### src/rtl/fb_arbiter.sv
// Frame-buffer access arbiter.
//
// Shares one single-port synchronous frame-buffer RAM between the VGA scanout
// reader and a pixel writer. Scanout reads always own the RAM slot. Writes are
// queued in a small FIFO and drained on read-free cycles. A read that hits an
// address still waiting in the FIFO returns the youngest queued data instead of
// the stale RAM word.
//
// Ports:
//   clk, reset            pixel clock, synchronous active-high reset
//   rd_req, rd_addr       scanout read request and address
//   rd_valid, rd_data     read result, one cycle after rd_req
//   wr_valid, wr_addr,
//   wr_data, wr_ready     writer handshake into the FIFO
//   mem_addr, mem_wdata,
//   mem_we, mem_rdata     RAM port (read data registered inside the RAM)
//   wr_count              number of queued writes
module fb_arbiter #(
  parameter int unsigned AW    = 15,
  parameter int unsigned DW    = 8,
  parameter int unsigned DEPTH = 4
) (
  input  logic                         clk,
  input  logic                         reset,
  input  logic                         rd_req,
  input  logic [AW-1:0]                rd_addr,
  output logic                         rd_valid,
  output logic [DW-1:0]                rd_data,
  input  logic                         wr_valid,
  input  logic [AW-1:0]                wr_addr,
  input  logic [DW-1:0]                wr_data,
  output logic                         wr_ready,
  output logic [AW-1:0]                mem_addr,
  output logic [DW-1:0]                mem_wdata,
  output logic                         mem_we,
  input  logic [DW-1:0]                mem_rdata,
  output logic [$clog2(DEPTH+1)-1:0]   wr_count
);

  localparam int unsigned PW = $clog2(DEPTH);
  localparam int unsigned CW = $clog2(DEPTH + 1);
  localparam logic [CW-1:0] FullCount = CW'(DEPTH);

  // FIFO storage, no reset needed: entries are only read below count_q.
  logic [AW-1:0] addr_q [DEPTH];
  logic [DW-1:0] data_q [DEPTH];

  logic [PW-1:0] head_q, tail_q;
  logic [CW-1:0] count_q;

  logic          rd_valid_q;
  logic          hit_q, hit_d;
  logic [DW-1:0] fwd_q, fwd_d;

  logic push, pop;

  // Ready depends on the registered count only, so a pop this cycle does not
  // free a slot for a push in the same cycle.
  assign wr_ready = ~reset & (count_q < FullCount);
  assign push     = wr_valid & wr_ready;

  // Reads win the slot; the FIFO head is written only on read-free cycles.
  assign pop       = ~reset & ~rd_req & (count_q != '0);
  assign mem_we    = pop;
  assign mem_addr  = rd_req ? rd_addr : addr_q[head_q];
  assign mem_wdata = data_q[head_q];

  assign wr_count = count_q;
  assign rd_valid = rd_valid_q;

  // Scan oldest to youngest so the youngest matching entry wins. The entry
  // being pushed this cycle is not yet in the valid range and is excluded.
  always_comb begin
    hit_d = 1'b0;
    fwd_d = '0;
    for (int unsigned i = 0; i < DEPTH; i++) begin
      if ((CW'(i) < count_q) && (addr_q[head_q + PW'(i)] == rd_addr)) begin
        hit_d = 1'b1;
        fwd_d = data_q[head_q + PW'(i)];
      end
    end
  end

  always_comb begin
    rd_data = '0;
    if (rd_valid_q) begin
      rd_data = hit_q ? fwd_q : mem_rdata;
    end
  end

  always_ff @(posedge clk) begin
    if (push) begin
      addr_q[tail_q] <= wr_addr;
      data_q[tail_q] <= wr_data;
    end
  end

  always_ff @(posedge clk) begin
    if (reset) begin
      head_q     <= '0;
      tail_q     <= '0;
      count_q    <= '0;
      rd_valid_q <= 1'b0;
      hit_q      <= 1'b0;
      fwd_q      <= '0;
    end else begin
      rd_valid_q <= rd_req;
      if (rd_req) begin
        hit_q <= hit_d;
        fwd_q <= fwd_d;
      end
      if (push) begin
        tail_q <= tail_q + 1'b1;
      end
      if (pop) begin
        head_q <= head_q + 1'b1;
      end
      unique case ({push, pop})
        2'b10:   count_q <= count_q + 1'b1;
        2'b01:   count_q <= count_q - 1'b1;
        default: count_q <= count_q;
      endcase
    end
  end

endmodule

### config.mk
export PLATFORM = sky130hd
export DESIGN_NAME = fb_arbiter
export DESIGN_NICKNAME = d
export VERILOG_FILES = /design/src/rtl/fb_arbiter.sv
export SDC_FILE = /design/constraint.sdc
export NUM_CORES = 1
export LEC_CHECK = 0
export BUFFER_PORTS_ARGS = -buffer_cell sky130_fd_sc_hd__clkbuf_2
export CAP_MARGIN = 30
export CORE_ASPECT_RATIO = 0.75
export CORE_MARGIN = 5
export CORE_UTILIZATION = 28
export DETAILED_ROUTE_END_ITERATION = 8
export GPL_TIMING_DRIVEN = 0
export PLACE_DENSITY = 0.47
export SLEW_MARGIN = 10
export SYNTH_ARGS = -nofsm -noshare
export SYNTH_HDL_FRONTEND = slang
export SYNTH_SLANG_ARGS = --single-unit
### constraint.sdc
create_clock -name clk -period 7.1 [get_ports clk]
set_clock_uncertainty 0.1 [all_clocks]
set_input_delay 0.355 -clock clk [delete_from_list [all_inputs] [get_ports clk]]
set_output_delay 0.355 -clock clk [all_outputs]
set_load 0.01 [all_outputs]
==> insert_results.sql, run 1 <==
INSERT INTO impl_metrics (metric_group, metric, value, unit) VALUES
('power', 'cellLeakagePower', '2.72', 'nW'),
('synthesis', 'yosys-top-cells-area', 'sky130_fd_sc_hd__edfxtp_1 38%, sky130_fd_sc_hd__mux4_2 14%, sky130_fd_sc_hd__mux2i_1 8.6%', ''),
('drt', 'avgViaCountPerCell', '5.24', ''),
('worst_setup_path', 'crit_arrival', '3.50', 'ns'),
('clock_tree', 'cts_hold_buffers', '0', ''),
('clock_tree', 'cts_inserted_buffers', '9', ''),
('timing', 'period_minus_slack', '3.96', 'ns'),
('timing', 'unrepaired_setup_endpoints_after_global_routing', 'false', ''),
('synthesis', 'synth_edf_count', '92', ''),
('worst_setup_path', 'worst_setup_path_end_kind', 'output port', ''),
('timing', 'final.period_utilization', '55.7', '%'),
('die', 'num_rows', '51', ''),
('global_route', 'grt_first_pass_wirelength', '34.9', 'mm'),
('die', 'dieArea', '0.0296', 'mm²'),
('die', 'die_height', '150', 'µm'),
('clock_tree', 'post_cts.resized_instances', '0', ''),
('synthesis', 'synth_compound_gate_area_share', '9.55', '%'),
('synthesis', 'synth-adder-area-share', '1.53', '%'),
('clock_tree', 'clk_root_buffer_cell', 'sky130_fd_sc_hd__clkbuf_16', ''),
('synthesis', 'synth-seq-area-share', '42.8', '%'),
('run_status', 'outcome', 'completed', ''),
('drt', 'drtAntennaViolNets', '0', ''),
('finish', 'num-nets-final', '749', ''),
('timing', 'tns', '0', 'ns'),
('clock_tree', 'worst_skew_pair.late_latency', '0.36', 'ns'),
('timing', 'slew_headroom', '41.7', '%'),
('die', 'core_region_area', '0.0259', 'mm²'),
('clock_tree', 'cts_num_sinks', '111', ''),
('timing', 'timing.final.setup_violations', '0', ''),
('synthesis', 'asyncSetResetFlopFracSynth', '0', '%'),
('synthesis', 'synth_area_in_simple_gates', '8.25', '%'),
('global_route', 'grt_max_degree', '24', ''),
('die', 'initial_utilization', '28.3', '%'),
('drt', 'via_count', '5449', ''),
('worst_setup_path', 'path_class', 'reg2out', ''),
('die', 'die-width', '197', 'µm'),
('synthesis', 'ys.flop_type', 'sky130_fd_sc_hd__edfxtp_1', ''),
('finish', 'drive_gt1_share', '27.3', '%'),
('min_path', 'holdCritPathClass', 'in2reg', ''),
('synthesis', 'synth_area', '0.00734', 'mm²'),
('synthesis', 'synth_common_cells', '92 x sky130_fd_sc_hd__edfxtp_1, 63 x sky130_fd_sc_hd__mux2i_1, 57 x sky130_fd_sc_hd__nand2_1', ''),
('synthesis', 'syn_inst', '607', ''),
('synthesis', 'synth_top_cell_by_area', 'sky130_fd_sc_hd__edfxtp_1', ''),
('synthesis', 'post_synth_mux_area_share', '26.4', '%'),
('global_route', 'overflow', '0', ''),
('finish', 'final.fill_count', '2667', ''),
('timing', 'timing_worst_slew_pin_value', '0.875', 'ns'),
('placed_design', 'preCtsSetupSlack', '3.52', 'ns'),
('finish', 'flow.area_growth_from_synthesis', '15.1', '%'),
('drt', 'remaining_drc_errors', '0', ''),
('synthesis', 'synth_top_family_by_area', 'multiplexers', ''),
('finish', 'multi_input_comb_area', '0.00388', 'mm²'),
('synthesis', 'yosysWarnings', '0', ''),
('worst_setup_path', 'crit_fanout', '10', ''),
('synthesis', 'synth_xor_xnor_area_share', '7.04', '%'),
('drt', 'drt_iter0_drc', '562', ''),
('clock_tree', 'ctsLongestPathBuffers', '2', ''),
('finish', 'design_area', '0.00844', 'mm²'),
('timing', 'finalWorstSetupSlack', '3.14', 'ns'),
('global_route', 'antenna_found_initial', '0', ''),
('drt', 'routed_wire_length_per_instance', '22.5', 'µm'),
('synthesis', 'postSynthAreaPerCell', '12.1', 'µm²'),
('finish', 'area.sequential', '0.00314', 'mm²'),
('worst_setup_path', 'critPathRequiredTime', '6.64', 'ns'),
('placed_design', 'place.port_buffers', '72', ''),
('global_route', 'global_route.usage.total', '15.8', '%'),
('job', 'max_cap_viol_count', '0', ''),
('synthesis', 'syn_nets', '666', ''),
('clock_tree', 'cts_setup_buffers', '0', ''),
('synthesis', 'yosysMostFrequentCell', 'sky130_fd_sc_hd__edfxtp_1', ''),
('drt', 'drt_first_pass_iters', '5', '');
-- flip-flops by register name (all words and copies together) (netlist names), named ones only --
name / cells
rd_valid: 1
fwd_q: 8
wr_count: 3
hit_q: 1
head_q: 2
data_q: 32
tail_q: 2
addr_q: 60
-- layout make-up --
class / count / area share [%]
Multi-Input combinational cell: 432 / 45.9
Sequential cell: 111 / 37.2
Tap cell: 344 / 5.10
Timing Repair Buffer: 72 / 4.27
Buffer: 50 / 3.16
Clock buffer: 9 / 2.67
Clock inverter: 7 / 1.02
Inverter: 14 / 0.622
-- per-stage QoR --
stage / power [mW] / util, % / cells
5_1_grt: 1.71 / 32.6 / 1039
3_3_place_gp: 1.12 / 31.4 / 1023
6_report: 1.64 / 32.6 / 1039
3_5_place_dp: 1.12 / 31.4 / 1023
2_1_floorplan: 0.996 / - / 607
4_1_cts: 1.66 / 32.6 / 1039
-- power breakdown --
part	total (mW)	switching (mW)	leakage, nW	internal [mW]
logic	0.357	0.207	1.58	0.151
registers	0.744	0.0177	0.990	0.726
clock network	0.540	0.257	0.151	0.283
total	1.64	0.481	2.72	1.16
-- kinds of logic after synthesis --
| logic type | Yosys count |
|---|---|
| multiplexers | 132 |
| AND/OR/NAND/NOR | 121 |
| AO/OA/AOI/OAI | 111 |
| flip-flops | 111 |
| buffers and inverters | 64 |
| XOR/XNOR | 59 |
| adder cells (fa/ha/maj) | 9 |
-- critical path, stage by stage, from the launching register on --
cell	delay, ns
sky130_fd_sc_hd__dfxtp_1	0.32
sky130_fd_sc_hd__buf_2	0.33
sky130_fd_sc_hd__buf_1	0.71
sky130_fd_sc_hd__clkbuf_1	0.66
sky130_fd_sc_hd__clkbuf_1	0.47
sky130_fd_sc_hd__o21ai_0	0.27
sky130_fd_sc_hd__o21ai_0	0.21
sky130_fd_sc_hd__clkbuf_2	0.16
-- worst paths after layout --
path | startpoint | endpoint | slack [ns] | depth (start not counted)
max | flip-flop | mem_addr[2] | 3.14 | 7
min | wr_data[2] | data_q[2][2]$_DFFE_PP_ | 0.11 | 1
max reg2reg | head_q[1]$_SDFFE_PP0P_ | fwd_q[7]$_SDFFE_PP0P_ | 3.48 | 10
min reg2reg | fwd_q[5]$_SDFFE_PP0P_ | fwd_q[5]$_SDFFE_PP0P_ | 0.35 | 2
-- layout by cell type, fill, tap and decap left out, types with 9 or more instances in the layout --
master | Yosys | final
sky130_fd_sc_hd__nand2_1 | 57 | 57
sky130_fd_sc_hd__mux2i_1 | 63 | 63
sky130_fd_sc_hd__xnor2_1 | 39 | 39
sky130_fd_sc_hd__o21ai_1 | 9 | 9
sky130_fd_sc_hd__clkbuf_1 | 22 | 22
sky130_fd_sc_hd__edfxtp_1 | 92 | 92
sky130_fd_sc_hd__clkbuf_16 | 0 | 9
sky130_fd_sc_hd__nor2_1 | 19 | 19
sky130_fd_sc_hd__buf_2 | 11 | 11
sky130_fd_sc_hd__xor2_1 | 20 | 20
sky130_fd_sc_hd__ha_1 | 9 | 9
sky130_fd_sc_hd__o21ai_0 | 46 | 46
sky130_fd_sc_hd__clkbuf_2 | 1 | 73
sky130_fd_sc_hd__mux4_2 | 46 | 46
sky130_fd_sc_hd__dfxtp_1 | 19 | 19
sky130_fd_sc_hd__a21oi_1 | 16 | 16
sky130_fd_sc_hd__a221oi_1 | 9 | 9
sky130_fd_sc_hd__mux2_2 | 20 | 20
sky130_fd_sc_hd__inv_1 | 14 | 14
-- layer usage --
metal / routed length (µm) / global-route usage [%] / vias to the layer above
li1: - / - / 2489
met1: 11900 / 25.6 / 2763
met2: 9850 / 22.1 / 186
met3: 1510 / 2.98 / 11
met4: 183 / 2.56 / 0
met5: 0 / 0 / -
(Power assumes the default switching activity.)
==> inputs of run 2 (changes only) <==
==> constraint.sdc (replaced) <==
create_clock -name clk -period 4.14 [get_ports clk]
set_clock_uncertainty 0.1 [all_clocks]
set_input_delay 0.207 -clock clk [delete_from_list [all_inputs] [get_ports clk]]
set_output_delay 0.207 -clock clk [all_outputs]
set_load 0.01 [all_outputs]
==> run 2 against run 1 <==
Effect of this change: clock power up 72%; first-iteration DRC count down 0.53%; non-clock buffer count up 23; critical path depth unchanged; combinational power up 77%; sequential power up 72%; largest power group unchanged.
==> insert_results.sql, run 2 (synthesis gave the netlist of run 1 again) <==
INSERT INTO impl_metrics (metric_group, metric, value, unit) VALUES
('worst_setup_path', 'reg2reg_from', 'head_q[1]$_SDFFE_PP0P_', ''),
('timing', 'finalHoldViolCount', '0', ''),
('clock_tree', 'cts_hold_buffers', '23', ''),
('worst_setup_path', 'regToRegSetupSlack', '0.49', 'ns'),
('drt', 'drt_iter0_drc', '559', ''),
('global_route', 'grt_use_met3', '2.84', '%'),
('min_path', 'timing.hold.worst_endpoint', 'tail_q[1]$_SDFFE_PP0P_', ''),
('finish', 'top_register', 'addr_q', ''),
('drt', 'avgViaCountPerCell', '5.25', ''),
('power', 'share_clk_of_total_power', '32.8', '%'),
('worst_setup_path', 'timing.rr.end', 'fwd_q[7]$_SDFFE_PP0P_', ''),
('die', 'initial_utilization', '28.3', '%'),
('worst_setup_path', 'crit_fanout', '10', ''),
('timing', 'fmax', '264', 'MHz'),
('power', 'total_switching_power', '834', 'µW'),
('min_path', 'worst_hold_path.num_cells', '3', ''),
('clock_tree', 'clkSlewWorstSetupHoldPaths', '0.08', 'ns'),
('worst_setup_path', 'critPathRequiredTime', '3.83', 'ns'),
('drt', 'via_count', '5579', ''),
('timing', 'period_minus_slack', '3.79', 'ns'),
('timing', 'slew_headroom', '42.0', '%'),
('global_route', 'grt.met2_usage', '22.2', '%'),
('clock_tree', 'worst_skew_pair.late_latency', '0.36', 'ns'),
('clock_tree', 'clk_root_buffer_cell', 'sky130_fd_sc_hd__clkbuf_16', ''),
('timing', 'tns', '0', 'ns'),
('timing', 'unrepaired_setup_endpoints_after_global_routing', 'false', ''),
('power', 'cellLeakagePower', '2.82', 'nW'),
('timing', 'timing_worst_slew_pin_value', '0.869', 'ns'),
('drt', 'drt_wl_total', '23.5', 'mm'),
('drt', 'routed_wire_length_per_instance', '22.2', 'µm'),
('worst_setup_path', 'worst_path_largest_cell_delay', '0.70', 'ns'),
('global_route', 'antenna_found_initial', '0', ''),
('worst_setup_path', 'path_class', 'reg2out', ''),
('finish', 'most_common_library_cell_in_the_layout_ignoring_fill_and_taps', 'sky130_fd_sc_hd__edfxtp_1', ''),
('finish', 'drive_gt1_share', '26.5', '%'),
('power', 'vdd.ir_drop.worst', '0.191', 'mV'),
('job', 'max_cap_viol_count', '0', ''),
('clock_tree', 'post_cts.resized_instances', '0', ''),
('placed_design', 'place.port_buffers', '72', ''),
('global_route', 'globalRouteMet1Util', '25.7', '%'),
('min_path', 'hold_path.startpoint', 'wr_valid', ''),
('power', 'share_comb_of_total_power', '22.3', '%'),
('timing', 'whs', '0.207', 'ns'),
('worst_setup_path', 'cell_family_with_most_cp_delay', 'buffers and inverters', ''),
('finish', 'antenna_cells_inserted', '0', ''),
('timing', 'timing.final.setup_violations', '0', ''),
('clock_tree', 'cts_inserted_buffers', '9', ''),
('timing', 'final.period_utilization', '91.4', '%'),
('finish', 'final_cell_mix', '92 x sky130_fd_sc_hd__edfxtp_1, 73 x sky130_fd_sc_hd__clkbuf_2, 63 x sky130_fd_sc_hd__mux2i_1', ''),
('worst_setup_path', 'critical_path.cell_chain', 'buf_2 > buf_1 > clkbuf_1 > clkbuf_1 > o21ai_0 > o21ai_0 > clkbuf_2', ''),
('finish', 'flow.area_growth_from_synthesis', '18.2', '%'),
('drt', 'drtAntennaViolNets', '0', ''),
('placed_design', 'dpl.hpwl', '17.3', 'mm'),
('clock_tree', 'htree_levels', '3', ''),
('drt', 'drt_first_pass_iters', '6', ''),
('die', 'die_height', '150', 'µm'),
('drt', 'remaining_drc_errors', '0', ''),
('global_route', 'first_global_vias', '5422', ''),
('finish', 'largest_register_ffs', '60', ''),
('worst_setup_path', 'worst_setup_path_start_kind', 'flip-flop', ''),
('timing', 'timing_max_transition_violations_final', '0', ''),
('power', 'share_seq_of_total_power', '45.0', '%'),
('clock_tree', 'cts_setup_buffers', '0', ''),
('min_path', 'holdCritPathClass', 'in2reg', ''),
('die', 'pin_count', '87', ''),
('global_route', 'grt_first_pass_wirelength', '35.2', 'mm'),
('worst_setup_path', 'worst_setup_path_end_kind', 'output port', ''),
('die', 'num_rows', '51', ''),
('run_status', 'outcome', 'completed', ''),
('worst_setup_path', 'reg2reg_depth', '10', ''),
('clock_tree', 'cts_num_sinks', '111', ''),
('power', 'switching_share', '29.4', '%'),
('worst_setup_path', 'critical_path.slowest_cell', 'sky130_fd_sc_hd__buf_1', ''),
('global_route', 'overflow', '0', ''),
('finish', 'reg_top3', 'addr_q x60, data_q x32, fwd_q x8', ''),
('power', 'power.internal', '2.00', 'mW'),
('finish', 'num-nets-final', '772', ''),
('global_route', 'global_route.usage.total', '15.9', '%'),
('power', 'power_per_cell_area', '327', 'mW/mm²'),
('placed_design', 'gp_congestion', '0.853', ''),
('die', 'die-width', '197', 'µm'),
('die', 'core_region_area', '0.0259', 'mm²'),
('worst_setup_path', 'number_of_buffers_and_inverters_on_the_critical_path', '5', ''),
('die', 'dieArea', '0.0296', 'mm²'),
('worst_setup_path', 'crit_arrival', '3.48', 'ns'),
('global_route', 'grt_max_degree', '24', ''),
('clock_tree', 'cts_tree', 'yes', ''),
('clock_tree', 'ctsLongestPathBuffers', '2', ''),
('global_route', 'global_route.peak_usage_layer', 'met1', '');
-- run 2: changes by cell type in the layout (fill, tap and decap cells not counted) --
cell,before,now
sky130_fd_sc_hd__dlygate4sd3_1,0,23
-- run 2: layout make-up --
cell class | instances | area [µm²]
buffer | 50 | 267
clock buffer | 9 | 225
clock inverter | 7 | 86.3
fill | 2660 | 17200
inverter | 14 | 52.6
multi-input combinational | 432 | 3880
sequential | 111 | 3140
tap | 344 | 430
timing repair buffer | 95 | 591
-- run 2: how the worst max path moves through the flow --
stage	endpoint	cells after the start	startpoint	slack (ns)
after global routing	mem_addr[4]	7	flip-flop	0.06
after CTS	mem_addr[2]	7	flip-flop	0.30
after floorplan	fwd_q[0]$_SDFFE_PP0P_	10	head_q[0]$_SDFFE_PP0P_	1.50
after detailed placement	fwd_q[2]$_SDFFE_PP0P_	10	head_q[1]$_SDFFE_PP0P_	0.57
after global placement	fwd_q[2]$_SDFFE_PP0P_	10	head_q[1]$_SDFFE_PP0P_	0.57
final	mem_addr[2]	7	flip-flop	0.35
-- run 2: per-stage QoR --
step,std cells,power [mW],area (µm²),util (%),worst slack [ns]
after floorplan,607,1.71,7340,-,1.50
after global placement,1023,1.92,8130,31.4,0.566
after detailed placement,1023,1.91,8130,31.4,0.567
after CTS,1062,2.86,8670,33.5,0.303
after global routing,1062,2.95,8670,33.5,0.0637
final,1062,2.84,8670,33.5,0.355
-- run 2: per-layer routing --
layer	vias to the layer above	part of all wire (%)
met5	-	0
met4	0	0.90
met3	15	6.0
met2	200	41
met1	2827	52
li1	2537	-
-- run 2: power by group through the flow --
| stage | sequential [mW] | combinational, mW | clock (mW) |
|---|---|---|---|
| floorplan | 1.29 | 0.416 | 0 |
| global placement | 1.30 | 0.614 | 0 |
| detailed placement | 1.30 | 0.612 | 0 |
| CTS | 1.28 | 0.633 | 0.951 |
| global route | 1.28 | 0.684 | 0.987 |
| finish | 1.28 | 0.632 | 0.929 |
-- run 2: worst register-to-register path, stage by stage (launching register included) --
cell and delay (ns):
sky130_fd_sc_hd__dfxtp_1 0.31, sky130_fd_sc_hd__buf_4 0.25, sky130_fd_sc_hd__buf_4 0.28, sky130_fd_sc_hd__buf_2 0.38
sky130_fd_sc_hd__mux4_2 0.38, sky130_fd_sc_hd__xnor2_1 0.19, sky130_fd_sc_hd__nand4_1 0.28, sky130_fd_sc_hd__nor4_4 0.78
sky130_fd_sc_hd__nor2_4 0.18, sky130_fd_sc_hd__a221oi_1 0.34, sky130_fd_sc_hd__o21ai_1 0.09
==> inputs of run 3 (changes only) <==
--- a/config.mk
+++ b/config.mk
@@ -9,10 +9,10 @@
 export CAP_MARGIN = 30
 export CORE_ASPECT_RATIO = 0.75
 export CORE_MARGIN = 5
-export CORE_UTILIZATION = 28
+export CORE_UTILIZATION = 45
 export DETAILED_ROUTE_END_ITERATION = 8
 export GPL_TIMING_DRIVEN = 0
-export PLACE_DENSITY = 0.47
+export PLACE_DENSITY_LB_ADDON = 0.3
 export SLEW_MARGIN = 10
 export SYNTH_ARGS = -nofsm -noshare
 export SYNTH_HDL_FRONTEND = slang
==> constraint.sdc (replaced) <==
create_clock -name clk -period 3.1 [get_ports clk]
set_clock_uncertainty 0.1 [all_clocks]
set_input_delay 0.155 -clock clk [delete_from_list [all_inputs] [get_ports clk]]
set_output_delay 0.155 -clock clk [all_outputs]
set_load 0.01 [all_outputs]
==> run 3 against run 2 <==
Effect of this change: die area fell by 36%; clock power rose by 23%; count of clock-buffer cells in the layout is 2 higher; total power grew 32%; non-clock buffer count grew 19.
==> insert_results.sql, run 3 (synthesis gave the netlist of run 1 again) <==
INSERT INTO impl_metrics (metric_group, metric, value, unit) VALUES
('worst_setup_path', 'worst_setup_path_end_kind', 'flip-flop', ''),
('drt', 'drtAntennaViolNets', '0', ''),
('drt', 'remaining_drc_errors', '0', ''),
('die', 'num_rows', '40', ''),
('finish', 'reg_top3', 'addr_q x60, data_q x32, fwd_q x8', ''),
('clock_tree', 'ctsLongestPathBuffers', '2', ''),
('finish', 'largest_register_ffs', '60', ''),
('drt', 'drt_first_pass_iters', '5', ''),
('clock_tree', 'clk_root_buffer_cell', 'sky130_fd_sc_hd__clkbuf_16', ''),
('global_route', 'grt_first_pass_wirelength', '34.0', 'mm'),
('global_route', 'first_global_vias', '5704', ''),
('global_route', 'global_route.usage.total', '23.8', '%'),
('drt', 'avgViaCountPerCell', '6.16', ''),
('drt', 'routed_wire_length_per_instance', '24.0', 'µm'),
('clock_tree', 'worst_skew_pair.late_latency', '0.36', 'ns'),
('finish', 'most_common_library_cell_in_the_layout_ignoring_fill_and_taps', 'sky130_fd_sc_hd__edfxtp_1', ''),
('finish', 'antenna_cells_inserted', '0', ''),
('global_route', 'grt_max_degree', '24', ''),
('power', 'power_per_cell_area', '421', 'mW/mm²'),
('finish', 'num-nets-final', '791', ''),
('finish', 'final_cell_mix', '92 x sky130_fd_sc_hd__edfxtp_1, 74 x sky130_fd_sc_hd__clkbuf_2, 62 x sky130_fd_sc_hd__mux2i_1', ''),
('timing', 'slew_headroom', '47.7', '%'),
('global_route', 'antenna_found_initial', '0', ''),
('die', 'pin_count', '87', ''),
('power', 'cellLeakagePower', '2.98', 'nW'),
('global_route', 'overflow', '0', ''),
('finish', 'layout.cells.non_filler', '947', ''),
('finish', 'top_register', 'addr_q', ''),
('worst_setup_path', 'worst_setup_path_start_kind', 'flip-flop', ''),
('drt', 'drt_iter0_drc', '596', ''),
('placed_design', 'dpl.hpwl', '15.9', 'mm'),
('die', 'die_height', '121', 'µm'),
('finish', 'drive_gt1_share', '31.9', '%'),
('worst_setup_path', 'worst_path_largest_cell_delay', '0.57', 'ns'),
('clock_tree', 'cts_tree', 'yes', ''),
('power', 'vdd.ir_drop.worst', '0.287', 'mV'),
('clock_tree', 'cts_inserted_buffers', '9', ''),
('job', 'max_cap_viol_count', '0', ''),
('finish', 'utilization', '55.6', '%'),
('worst_setup_path', 'path_class', 'reg2reg', ''),
('placed_design', 'placed_cells', '889', ''),
('drt', 'drt_wl_total', '22.7', 'mm'),
('run_status', 'outcome', 'completed', ''),
('timing', 'timing_max_transition_violations_final', '0', ''),
('worst_setup_path', 'crit_arrival', '3.21', 'ns'),
('placed_design', 'gp_congestion', '0.906', ''),
('finish', 'final.fill_count', '1377', ''),
('worst_setup_path', 'critPathLaunch', 'head_q[0]$_SDFFE_PP0P_', ''),
('timing', 'period_minus_slack', '3.06', 'ns'),
('placed_design', 'place.port_buffers', '72', ''),
('die', 'die-width', '157', 'µm'),
('clock_tree', 'clkSlewWorstSetupHoldPaths', '0.07', 'ns'),
('timing', 'final.period_utilization', '98.6', '%'),
('timing', 'fmax', '327', 'MHz'),
('min_path', 'hold_path.startpoint', 'rd_req', ''),
('worst_setup_path', 'critPathRequiredTime', '3.25', 'ns'),
('clock_tree', 'cts_num_sinks', '111', ''),
('worst_setup_path', 'critical_path.cell_chain', 'buf_6 > buf_12 > mux4_2 > xnor2_4 > nand4_1 > a2111oi_4 > nand4_1 > or2_4 > o21ai_2 > o21ai_1', ''),
('die', 'core_region_area', '0.0160', 'mm²'),
('worst_setup_path', 'crit_fanout', '8', ''),
('timing', 'timing.final.setup_violations', '0', ''),
('timing', 'finalHoldViolCount', '0', ''),
('worst_setup_path', 'worst_path_most_repeated_cell', 'sky130_fd_sc_hd__nand4_1', ''),
('die', 'dieArea', '0.0190', 'mm²'),
('finish', 'flow.area_growth_from_synthesis', '21.5', '%'),
('finish', 'multi_input_comb_area', '0.00404', 'mm²'),
('finish', 'area.sequential', '0.00315', 'mm²'),
('clock_tree', 'htree_levels', '3', ''),
('drt', 'via_count', '5836', ''),
('worst_setup_path', 'reg2reg_from', 'head_q[0]$_SDFFE_PP0P_', ''),
('worst_setup_path', 'critical_path.slowest_cell', 'sky130_fd_sc_hd__mux4_2', ''),
('die', 'initial_utilization', '45.8', '%'),
('timing', 'timing_worst_slew_pin_value', '0.785', 'ns'),
('min_path', 'holdCritPathClass', 'in2reg', '');
run 3: metrics by stage:
step	hold WS (ns)	setup WS, ns	power [mW]	TNS, ns	instance area, µm²
after floorplan	0.154	0.459	2.28	0	7340
after detailed placement	0.277	-0.507	2.54	-4.05	7970
after global routing	0.179	-0.0574	3.88	-0.243	8910
after global placement	0.266	-0.458	2.52	-4.14	7960
after CTS	0.137	0.00157	3.70	0	8620
final	0.143	0.0442	3.75	0	8910
run 3: report_power, final:
| group | switching (mW) | internal [mW] |
|---|---|---|
| Clock | 0.568 | 0.575 |
| Sequential | 0.0411 | 1.66 |
| Combinational | 0.500 | 0.405 |
run 3: metal layers:
| metal | GRT usage [%] | vias up | part of all wire [%] |
|---|---|---|---|
| met1 | 34.8 | 2915 | 43 |
| met4 | 6.61 | 0 | 1.8 |
| li1 | - | 2565 | - |
| met5 | 0 | - | 0 |
| met2 | 36.0 | 324 | 46 |
| met3 | 5.12 | 32 | 9.8 |
run 3: timing repair:
action,in CTS,in global routing
setup endpoints to repair,22,15
endpoints found under the hold margin,92,0
buffers inserted,5,15
gates resized for setup,25,40
pin swaps,7,13
hold buffers,23,0
run 3: area by class of cell:
| class | count | area share, % |
|---|---|---|
| plain buffers | 49 | 4.07 |
| clock buffers | 11 | 2.72 |
| multi-input cells | 432 | 45.3 |
| repair buffers | 115 | 8.59 |
| clock inverters | 5 | 0.449 |
| inverters | 14 | 0.590 |
| flip-flops and latches | 111 | 35.3 |
| well taps | 210 | 2.95 |
run 3: final timing paths:
kind / endpoint / slack (ns) / depth (start not counted)
max: fwd_q[7]$_SDFFE_PP0P_ / 0.04 / 10
min: fwd_q[1]$_SDFFE_PP0P_ / 0.14 / 4
max reg2reg: fwd_q[7]$_SDFFE_PP0P_ / 0.04 / 10
min reg2reg: fwd_q[4]$_SDFFE_PP0P_ / 0.36 / 2
run 3: worst max-delay path, delay by kind of cell, from the launching register on:
kind	cells	cell delay, ns
flops	1	0.33
mux	1	0.57
simple gates	3	0.86
xor+xnor	1	0.20
buf+inv	2	0.26
compound gates	3	0.63
